===== config.mk =====
export PLATFORM = sky130hd
export DESIGN_NAME = servo_pwm_multi
export DESIGN_NICKNAME = d
export VERILOG_FILES = /design/src/rtl/servo_pwm_pkg.sv /design/src/rtl/servo_pwm_chan.sv /design/src/rtl/servo_pwm_multi.sv
export SDC_FILE = /design/constraint.sdc
export NUM_CORES = 1
export LEC_CHECK = 0
export ABC_AREA = 0
export CORE_MARGIN = 3
export CORE_UTILIZATION = 55
export DETAILED_ROUTE_END_ITERATION = 6
export PLACE_DENSITY = 0.84
export SYNTH_ARGS = -nofsm -noshare
export SYNTH_HDL_FRONTEND = slang
export SYNTH_HIERARCHICAL = 1
export SYNTH_SLANG_ARGS = --single-unit

===== constraint.sdc =====
create_clock -name clk -period 6.3 [get_ports clk]
set_input_delay 0.63 -clock clk [delete_from_list [all_inputs] [get_ports clk]]
set_output_delay 0.63 -clock clk [all_outputs]
set_load 0.01 [all_outputs]

===== src/rtl/servo_pwm_pkg.sv =====
// Shared defaults and helpers for the multi-channel servo PWM block.
package servo_pwm_pkg;

    localparam int unsigned DEF_PERIOD    = 1000;
    localparam int unsigned DEF_DUTY_MIN  = 25;
    localparam int unsigned DEF_DUTY_MAX  = 125;
    localparam int unsigned DEF_DUTY_RST  = 27;
    localparam int unsigned DEF_RAMP_STEP = 2;

    // Bits needed to encode 0..n-1, never less than one.
    function automatic int unsigned width_of(input int unsigned n);
        return (n <= 2) ? 1 : $clog2(n);
    endfunction

    function automatic int unsigned clamp(input int unsigned v,
                                          input int unsigned lo,
                                          input int unsigned hi);
        if (v < lo) begin
            return lo;
        end else if (v > hi) begin
            return hi;
        end
        return v;
    endfunction

endpackage


===== src/rtl/servo_pwm_chan.sv =====
// One servo channel: double-buffered duty (shadow/active) and the registered compare output.
// With SERVO_PWM_RAMP_EN defined, active slews toward shadow by at most RAMP_STEP per frame.
module servo_pwm_chan #(
    parameter int unsigned CW        = 10,
`ifdef SERVO_PWM_RAMP_EN
    parameter int unsigned RAMP_STEP = 2,
`endif
    parameter int unsigned DUTY_RST  = 27
) (
    input  logic          clk,
    input  logic          rst_n,
    input  logic          running,
    input  logic          load,
    input  logic          wr_en,
    input  logic [CW-1:0] wr_duty,
    input  logic [CW-1:0] cnt,
    output logic          pwm
);

    logic [CW-1:0] shadow_q;
    logic [CW-1:0] active_q;
    logic [CW-1:0] active_d;
    logic          pwm_q;

`ifdef SERVO_PWM_RAMP_EN
    localparam logic [CW-1:0] Step = CW'(RAMP_STEP);

    always_comb begin
        active_d = shadow_q;
        if (shadow_q > active_q) begin
            if (shadow_q - active_q > Step) begin
                active_d = active_q + Step;
            end
        end else if (active_q - shadow_q > Step) begin
            active_d = active_q - Step;
        end
    end
`else
    always_comb begin
        active_d = shadow_q;
    end
`endif

    always_ff @(posedge clk) begin
        if (!rst_n) begin
            shadow_q <= CW'(DUTY_RST);
            active_q <= CW'(DUTY_RST);
            pwm_q    <= 1'b0;
        end else begin
            if (wr_en) begin
                shadow_q <= wr_duty;
            end
            // A write landing on the load edge stays in shadow until the next frame.
            if (load) begin
                active_q <= active_d;
            end
            pwm_q <= running && (cnt < active_q);
        end
    end

    assign pwm = pwm_q;

endmodule


===== src/rtl/servo_pwm_multi.sv =====
// N-channel servo PWM generator: shared frame counter, duty write port, per-channel outputs.
// Optional duty slew limiting is enabled by defining SERVO_PWM_RAMP_EN.
module servo_pwm_multi
    import servo_pwm_pkg::*;
#(
    parameter int unsigned NCH       = 2,
    parameter int unsigned PERIOD    = DEF_PERIOD,
    parameter int unsigned DUTY_MIN  = DEF_DUTY_MIN,
    parameter int unsigned DUTY_MAX  = DEF_DUTY_MAX,
    parameter int unsigned DUTY_RST  = DEF_DUTY_RST,
    parameter int unsigned RAMP_STEP = DEF_RAMP_STEP,
    localparam int unsigned CHW      = width_of(NCH),
    localparam int unsigned CW       = width_of(PERIOD + 1)
) (
    input  logic           clk,
    input  logic           rst_n,
    input  logic           enable,
    input  logic           wr_valid,
    output logic           wr_ready,
    input  logic [CHW-1:0] wr_ch,
    input  logic [CW-1:0]  wr_duty,
    output logic           wr_err,
    output logic           frame_start,
    output logic [NCH-1:0] pwm_out
);

    if (!(NCH >= 1 && NCH <= 16 && DUTY_MIN <= DUTY_RST && DUTY_RST <= DUTY_MAX &&
          DUTY_MAX < PERIOD && RAMP_STEP < PERIOD)) begin : g_bad_params
        $error("servo_pwm_multi: illegal parameter combination");
    end

    logic [CW-1:0]  cnt_q;
    logic           run_q;
    logic           frame_start_q;
    logic           wr_ready_q;
    logic           wr_err_q;

    logic           running;
    logic           wrap;
    logic           arm;
    logic           load;
    logic           wr_fire;
    logic           wr_bad;
    logic [CW-1:0]  duty_clamped;
    logic [NCH-1:0] pwm;

    // arm: first enabled cycle after reset or a disable. It spends one cycle at cnt=0 loading
    // active and raising frame_start, so the fresh frame looks exactly like one after a wrap.
    always_comb begin
        running      = enable && run_q;
        wrap         = running && (cnt_q == CW'(PERIOD - 1));
        arm          = enable && !run_q;
        load         = wrap || arm;
        wr_fire      = wr_valid && wr_ready_q;
        wr_bad       = (32'(wr_ch) >= NCH);
        duty_clamped = CW'(clamp(32'(wr_duty), DUTY_MIN, DUTY_MAX));
    end

    always_ff @(posedge clk) begin
        if (!rst_n) begin
            cnt_q         <= '0;
            run_q         <= 1'b0;
            frame_start_q <= 1'b0;
            wr_ready_q    <= 1'b0;
            wr_err_q      <= 1'b0;
        end else begin
            run_q         <= enable;
            frame_start_q <= load;
            wr_ready_q    <= 1'b1;
            wr_err_q      <= wr_fire && wr_bad;
            if (!enable || load) begin
                cnt_q <= '0;
            end else begin
                cnt_q <= cnt_q + CW'(1);
            end
        end
    end

    for (genvar i = 0; i < NCH; i++) begin : g_chan
        logic wr_en;
        assign wr_en = wr_fire && !wr_bad && (32'(wr_ch) == i);

        servo_pwm_chan #(
            .CW       (CW),
`ifdef SERVO_PWM_RAMP_EN
            .RAMP_STEP(RAMP_STEP),
`endif
            .DUTY_RST (DUTY_RST)
        ) u_chan (
            .clk    (clk),
            .rst_n  (rst_n),
            .running(running),
            .load   (load),
            .wr_en  (wr_en),
            .wr_duty(duty_clamped),
            .cnt    (cnt_q),
            .pwm    (pwm[i])
        );
    end

    assign wr_ready    = wr_ready_q;
    assign wr_err      = wr_err_q;
    assign frame_start = frame_start_q;
    assign pwm_out     = pwm;

endmodule


Word level (Yosys, flattened, before mapping)
Index checks and enable logic that the tools add are counted.
- input bits: 15
- word-level logic and storage cells: 37
- output and inout bits: 5
- flip-flop bits (word level): 55
- bitwise gates (word level): 2
- reduce and logical (&&, ||, !) cells: 13
- mux-type cells: 6
- $add $sub $neg: 1
- equal/unequal tests: 1
- order comparisons: 4
- operator list (operator ; number):
    $lt A10 B10 Y1 ; 2
    $mux W7 ; 2
    $add A10 B1 Y10 const B ; 1
    $eq A10 B10 Y1 const B ; 1
    $gt A10 B7 Y1 const B ; 1
    $lt A10 B5 Y1 const B ; 1
    $mux W10 ; 1
    $logic_and A1 B1 Y1 ; 8
    $mux W1 ; 3
    $logic_not A1 Y1 ; 2
    $logic_or A1 B1 Y1 ; 2
    $not A1 Y1 ; 2
    $reduce_or A2 Y1 ; 1

Depth between registers and ports, before layout
- depth in word-level cells: 5
- depth in mapped cells: 7
- gate-level depth less buffers: 6

Hierarchy
The synthesis kept the hierarchy.
- by module, submodules not included (module ; times used ; sequential area each (um^2) ; cells an instance ; area each (um^2)):
    servo_pwm_chan ; 2 ; 420.4 ; 97 ; 974.7
    servo_pwm_multi ; 1 ; 260.2 ; 74 ; 663.1

Worst setup path after synthesis
OpenSTA, ideal clock, no wires.
- kind: reg2reg
- from: reg cnt_q[1]
- to: reg g_chan[0].u_chan.active_q[0]
- stages on the path, launching flop included: 8
- data required time: 6172 ps
- setup time: 128 ps
- path buffers: 1
- path slack: 4055 ps
- period minus slack after synthesis: 2245 ps
- arrival: 2117 ps
- cells stage by stage: dfxtp_1 > ha_1 > nand4bb_1 > o31a_2 > nor2b_1 > buf_4 > mux2i_1 > nand2_1
- cells in the longest elaborated chain, start to end: 3
- ends and longest elaborated chain (element ; line ; source):
    start: declaration ; servo_pwm_multi.sv:32 ; logic [CW-1:0] cnt_q;
    start signal: assignment ; servo_pwm_multi.sv:74 ; cnt_q <= cnt_q + CW'(1);
    $eq A10 B10 Y1 ; servo_pwm_multi.sv:51 ; wrap = running && (cnt_q == CW'(PERIOD - 1));
    $logic_and A1 B1 Y1 ; servo_pwm_multi.sv:51 ;
    $logic_or A1 B1 Y1 ; servo_pwm_multi.sv:53 ; load = wrap || arm;
    net load ; servo_pwm_multi.sv:41 ; logic load;
    end signal: assignment ; servo_pwm_chan.sv:47 ; active_q <= CW'(DUTY_RST);
    end signal: assignment ; servo_pwm_chan.sv:55 ; active_q <= active_d;
    end: declaration ; servo_pwm_chan.sv:21 ; logic [CW-1:0] active_q;
The timed path passes the listed nets, and every way through them passes these cells.
A chain may end at the register's enable or synchronous reset.

Worst setup path in the final report
- from: reg cnt_q[1]
- to: reg g_chan[1].u_chan.active_q[0]
- cells in the longest elaborated chain, start to end: 3
- ends and longest elaborated chain (element ; line):
    $eq A10 B10 Y1 ; servo_pwm_multi.sv:51
    $logic_and A1 B1 Y1 ; servo_pwm_multi.sv:51
    $logic_or A1 B1 Y1 ; servo_pwm_multi.sv:53
    net load ; servo_pwm_multi.sv:41
    end signal: assignment ; servo_pwm_chan.sv:47
    end signal: assignment ; servo_pwm_chan.sv:55
    end: declaration ; servo_pwm_chan.sv:21
The timed path passes the listed nets, and every way through them passes these cells.

==> impl_metrics.sql <==
INSERT INTO impl_metrics (metric_group, metric, value, unit) VALUES
('floorplanning', 'top_level_ports', '20', ''),
('sta', 'hold_viol_final', '0', ''),
('outcome', 'status', 'complete, no violations', ''),
('pwr', 'cellLeakagePower', '1.20', 'nW'),
('placement', 'postPlaceCellArea', '0.00285', 'mm²'),
('clock_tree', 'tritoncts.num_buffers', '5', ''),
('setup_path', 'worst_path_max_stage_delay', '420', 'ps'),
('hold_path', 'min_path_cells', '2', ''),
('placement', 'portBuffers', '18', ''),
('finish', 'post-route-util', '65.9', '%'),
('routing', 'drt.antenna.violating_nets', '0', ''),
('finish', 'final-instance-count-excl-fill', '345', ''),
('synthesis', 'synth.ff_latch_count', '55', ''),
('grt', 'antenna_found_initial', '0', ''),
('finish', 'post_route_cells_drive_above_1_share', '6.83', '%'),
('clock_tree', 'cts.clk_slew.worst_paths', '90', 'ps'),
('sta', 'final_period_minus_worst_setup_slack', '2340', 'ps'),
('routing', 'drt-total-wl', '4640', 'µm'),
('floorplanning', 'die_w', '74.9', 'µm'),
('setup_path', 'critPathKind', 'reg2reg', ''),
('grt', 'via_count_of_the_first_global_routing_pass', '1785', ''),
('setup_path', 'crit_slowest_cell', 'sky130_fd_sc_hd__dfxtp_1', ''),
('synthesis', 'syn_area_per_cell', '9.75', 'µm²'),
('setup_path', 'path_cells', 'ha_1, nand4bb_1, o31a_2, nor2b_2, buf_4, mux2i_1, nand2_1', ''),
('sta', 'grt_setup_unrepaired', 'no', ''),
('clock_tree', 'cts_buffer_depth', '2', ''),
('synthesis', 'ys_async_sr_fraction', '0', '%'),
('clock_tree', 'postCtsSetupRepairBufs', '0', ''),
('clock_tree', 'tritoncts', 'done', ''),
('finish', 'antenna_cells', '0', ''),
('setup_path', 'critPathTopFamily', 'simple AND/OR/NAND/NOR gates', ''),
('clock_tree', 'cts_resizes', '0', ''),
('floorplanning', 'floorplan.die_area', '0.00561', 'mm²'),
('sta', 'final-max-slew-violation-count', '0', ''),
('setup_path', 'startpoint_type', 'flop', ''),
('clock_tree', 'worstSkewPairLatency', '300', 'ps'),
('routing', 'drt_pass1_iterations', '4', ''),
('sta', 'max_freq', '427', 'MHz'),
('sta', 'slew-limit-headroom', '26.2', '%'),
('routing', 'detail_route.iter0.violations', '73', ''),
('floorplanning', 'row_count', '24', ''),
('hold_path', 'worstHoldStart', 'g_chan[1].u_chan/active_d[1]$_SDFFE_PN1P_', ''),
('finish', 'flow.area_growth_from_synthesis', '12.9', '%'),
('flow_run', 'cap_violations', '0', ''),
('sta', 'finalSetupTns', '0', 'ps'),
('sta', 'finClkSkew', '8.08', 'ps'),
('setup_path', 'reg2reg_setup_slack', '3960', 'ps'),
('synthesis', 'synth-edff-count', '0', ''),
('placement', 'post-place-cells', '337', ''),
('grt', 'grt_start_max_net_pins', '45', ''),
('setup_path', 'r2r-start', 'cnt_q[1]$_SDFF_PP0_', ''),
('hold_path', 'worst_hold_path.endpoint', 'g_chan[1].u_chan/active_d[1]$_SDFFE_PN1P_', ''),
('floorplanning', 'die-height', '74.9', 'µm'),
('routing', 'via_per_inst', '5.32', ''),
('grt', 'gr-usage-all-layers', '19.1', '%'),
('finish', 'fin_nets', '326', ''),
('grt', 'grt.overflow.total', '0', ''),
('finish', 'finalInstanceArea', '0.00295', 'mm²'),
('setup_path', 'crit-reg2reg-capture', 'g_chan[1].u_chan/active_q[0]$_SDFFE_PN1P_', ''),
('routing', 'drc_errors', '0', ''),
('setup_path', 'crit_path_end_kind', 'flop', ''),
('synthesis', 'post_synth_design_cell_area', '0.00261', 'mm²'),
('floorplanning', 'core-area', '0.00447', 'mm²'),
('synthesis', 'ys.warnings.count', '6', ''),
('grt', 'wire_length_of_the_first_global_routing_pass', '8090', 'µm'),
('routing', 'wl_per_cell', '13.4', 'µm'),
('placement', 'gpl.final_weighted_congestion', '0.792', ''),
('pwr', 'power_density', '211', 'mW/mm²'),
('clock_tree', 'cts-htree-levels', '2', ''),
('pwr', 'worst_ir_drop_vdd', '0.123', 'mV'),
('setup_path', 'arrival', '2520', 'ps');
cells in the mapped netlist (2+ instances only):
cell type	number	share of area, %
sky130_fd_sc_hd__dfxtp_1	55	42
sky130_fd_sc_hd__mux2i_1	34	13
sky130_fd_sc_hd__nand2_1	26	3.7
sky130_fd_sc_hd__nor2b_1	26	6.2
sky130_fd_sc_hd__inv_1	21	3.0
sky130_fd_sc_hd__ha_1	19	9.1
sky130_fd_sc_hd__a21oi_1	8	1.5
sky130_fd_sc_hd__nor2_1	8	1.1
sky130_fd_sc_hd__o211ai_1	6	1.7
sky130_fd_sc_hd__o21ai_0	5	0.96
sky130_fd_sc_hd__clkbuf_1	4	0.57
sky130_fd_sc_hd__nand2b_1	4	0.96
sky130_fd_sc_hd__nand3_1	4	0.77
sky130_fd_sc_hd__or2_2	4	0.96
sky130_fd_sc_hd__buf_4	3	0.86
sky130_fd_sc_hd__nand4_1	3	0.72
sky130_fd_sc_hd__nor3_1	3	0.57
sky130_fd_sc_hd__o31ai_1	3	0.86
sky130_fd_sc_hd__or4_1	3	0.86
sky130_fd_sc_hd__a211oi_1	2	0.57
sky130_fd_sc_hd__a21o_1	2	0.57
sky130_fd_sc_hd__a221oi_2	2	1.1
sky130_fd_sc_hd__and3_1	2	0.48
sky130_fd_sc_hd__and4_1	2	0.67
sky130_fd_sc_hd__buf_2	2	0.38
sky130_fd_sc_hd__o21a_1	2	0.57
sky130_fd_sc_hd__or3_1	2	0.48
sky130_fd_sc_hd__xor2_1	2	0.67
power breakdown:
| group | total, mW | internal (mW) | switching [mW] | leakage [nW] |
|---|---|---|---|---|
| Sequential | 0.362 | 0.357 | 0.00478 | 0.448 |
| Clock | 0.206 | 0.100 | 0.106 | 0.0515 |
| Combinational | 0.0555 | 0.0285 | 0.0270 | 0.697 |
layout by cell type (no fill, tap or decap), types with 4 or more instances in the layout:
cell	Yosys	final
sky130_fd_sc_hd__o21ai_0	5	5
sky130_fd_sc_hd__mux2i_1	34	34
sky130_fd_sc_hd__nand2_1	26	26
sky130_fd_sc_hd__clkdlybuf4s50_1	0	18
sky130_fd_sc_hd__dfxtp_1	55	55
sky130_fd_sc_hd__inv_1	21	21
sky130_fd_sc_hd__clkbuf_8	0	7
sky130_fd_sc_hd__nand3_1	4	4
sky130_fd_sc_hd__a21oi_1	8	8
sky130_fd_sc_hd__or2_2	4	4
sky130_fd_sc_hd__o211ai_1	6	6
sky130_fd_sc_hd__ha_1	19	19
sky130_fd_sc_hd__nor2b_1	26	25
sky130_fd_sc_hd__nand2b_1	4	4
sky130_fd_sc_hd__conb_1	1	7
sky130_fd_sc_hd__nor2_1	8	8
layer usage:
| metal | vias to the layer above | global-route usage [%] | share of wire, % |
|---|---|---|---|
| met4 | 0 | 6.52 | 1.4 |
| met3 | 6 | 5.21 | 2.8 |
| met5 | - | 0 | 0 |
| met2 | 27 | 30.7 | 47 |
| li1 | 966 | - | - |
| met1 | 838 | 24.7 | 48 |
layout make-up:
cell class | count | area [µm²] | area share [%]
Multi-Input combinational cell | 189 | 1410 | 47.8
Sequential cell | 55 | 1100 | 37.3
Timing Repair Buffer | 20 | 195 | 6.62
Clock buffer | 8 | 100 | 3.39
Inverter | 21 | 78.8 | 2.67
Tap cell | 52 | 65.1 | 2.21
tightest hold or removal path, cell delays in order (launching register included):
cell,delay (ps)
sky130_fd_sc_hd__dfxtp_1,340
sky130_fd_sc_hd__mux2i_1,60
sky130_fd_sc_hd__nand2_1,50
cell families (layout without fill, tap and decap cells):
logic type	Yosys count	after routing	share of synthesized area [%]
buffers and inverters	30	49	4.84
other	1	7	0.144
adders and majority gates	19	19	9.10
DFF	55	55	42.1
AOI/OAI and AO/OA	34	34	10.1
xor gates and xnor gates	3	3	1.01
and+or+nand+nor	92	92	19.7
muxes	34	34	13.0
through the flow:
step / hold WS, ps / worst slack [ps] / power, mW
finish: 479 / 3960 / 0.624
global route: 508 / 3750 / 0.653
CTS: 482 / 3940 / 0.631
detailed placement: 459 / 3850 / 0.426
global placement: 457 / 3890 / 0.424
floorplan: 441 / 4050 / 0.406
worst max path at each step:
stage | slack [ps] | startpoint | to | cells after the start
floorplan | 4050 | cnt_q[1]$_SDFF_PP0_ | g_chan[0].u_chan/active_q[0]$_SDFFE_PN1P_ | 7
global placement | 3890 | wr_valid | g_chan[0].u_chan/active_d[1]$_SDFFE_PN1P_ | 5
detailed placement | 3850 | wr_valid | g_chan[0].u_chan/active_d[4]$_SDFFE_PN1P_ | 5
CTS | 3940 | cnt_q[1]$_SDFF_PP0_ | g_chan[1].u_chan/active_q[0]$_SDFFE_PN1P_ | 7
global route | 3750 | cnt_q[1]$_SDFF_PP0_ | g_chan[1].u_chan/active_q[0]$_SDFFE_PN1P_ | 7
finish | 3960 | cnt_q[1]$_SDFF_PP0_ | g_chan[1].u_chan/active_q[0]$_SDFFE_PN1P_ | 7
sequential cells by signal (all words and copies together), names as in the netlist:
name / count
g_chan.u_chan/active_q: 20
frame_start: 1
g_chan.u_chan/pwm: 2
wr_ready: 1
cnt_q: 10
run_q: 1
g_chan.u_chan/active_d: 20
Note: power is estimated with default switching activity, not from simulation.
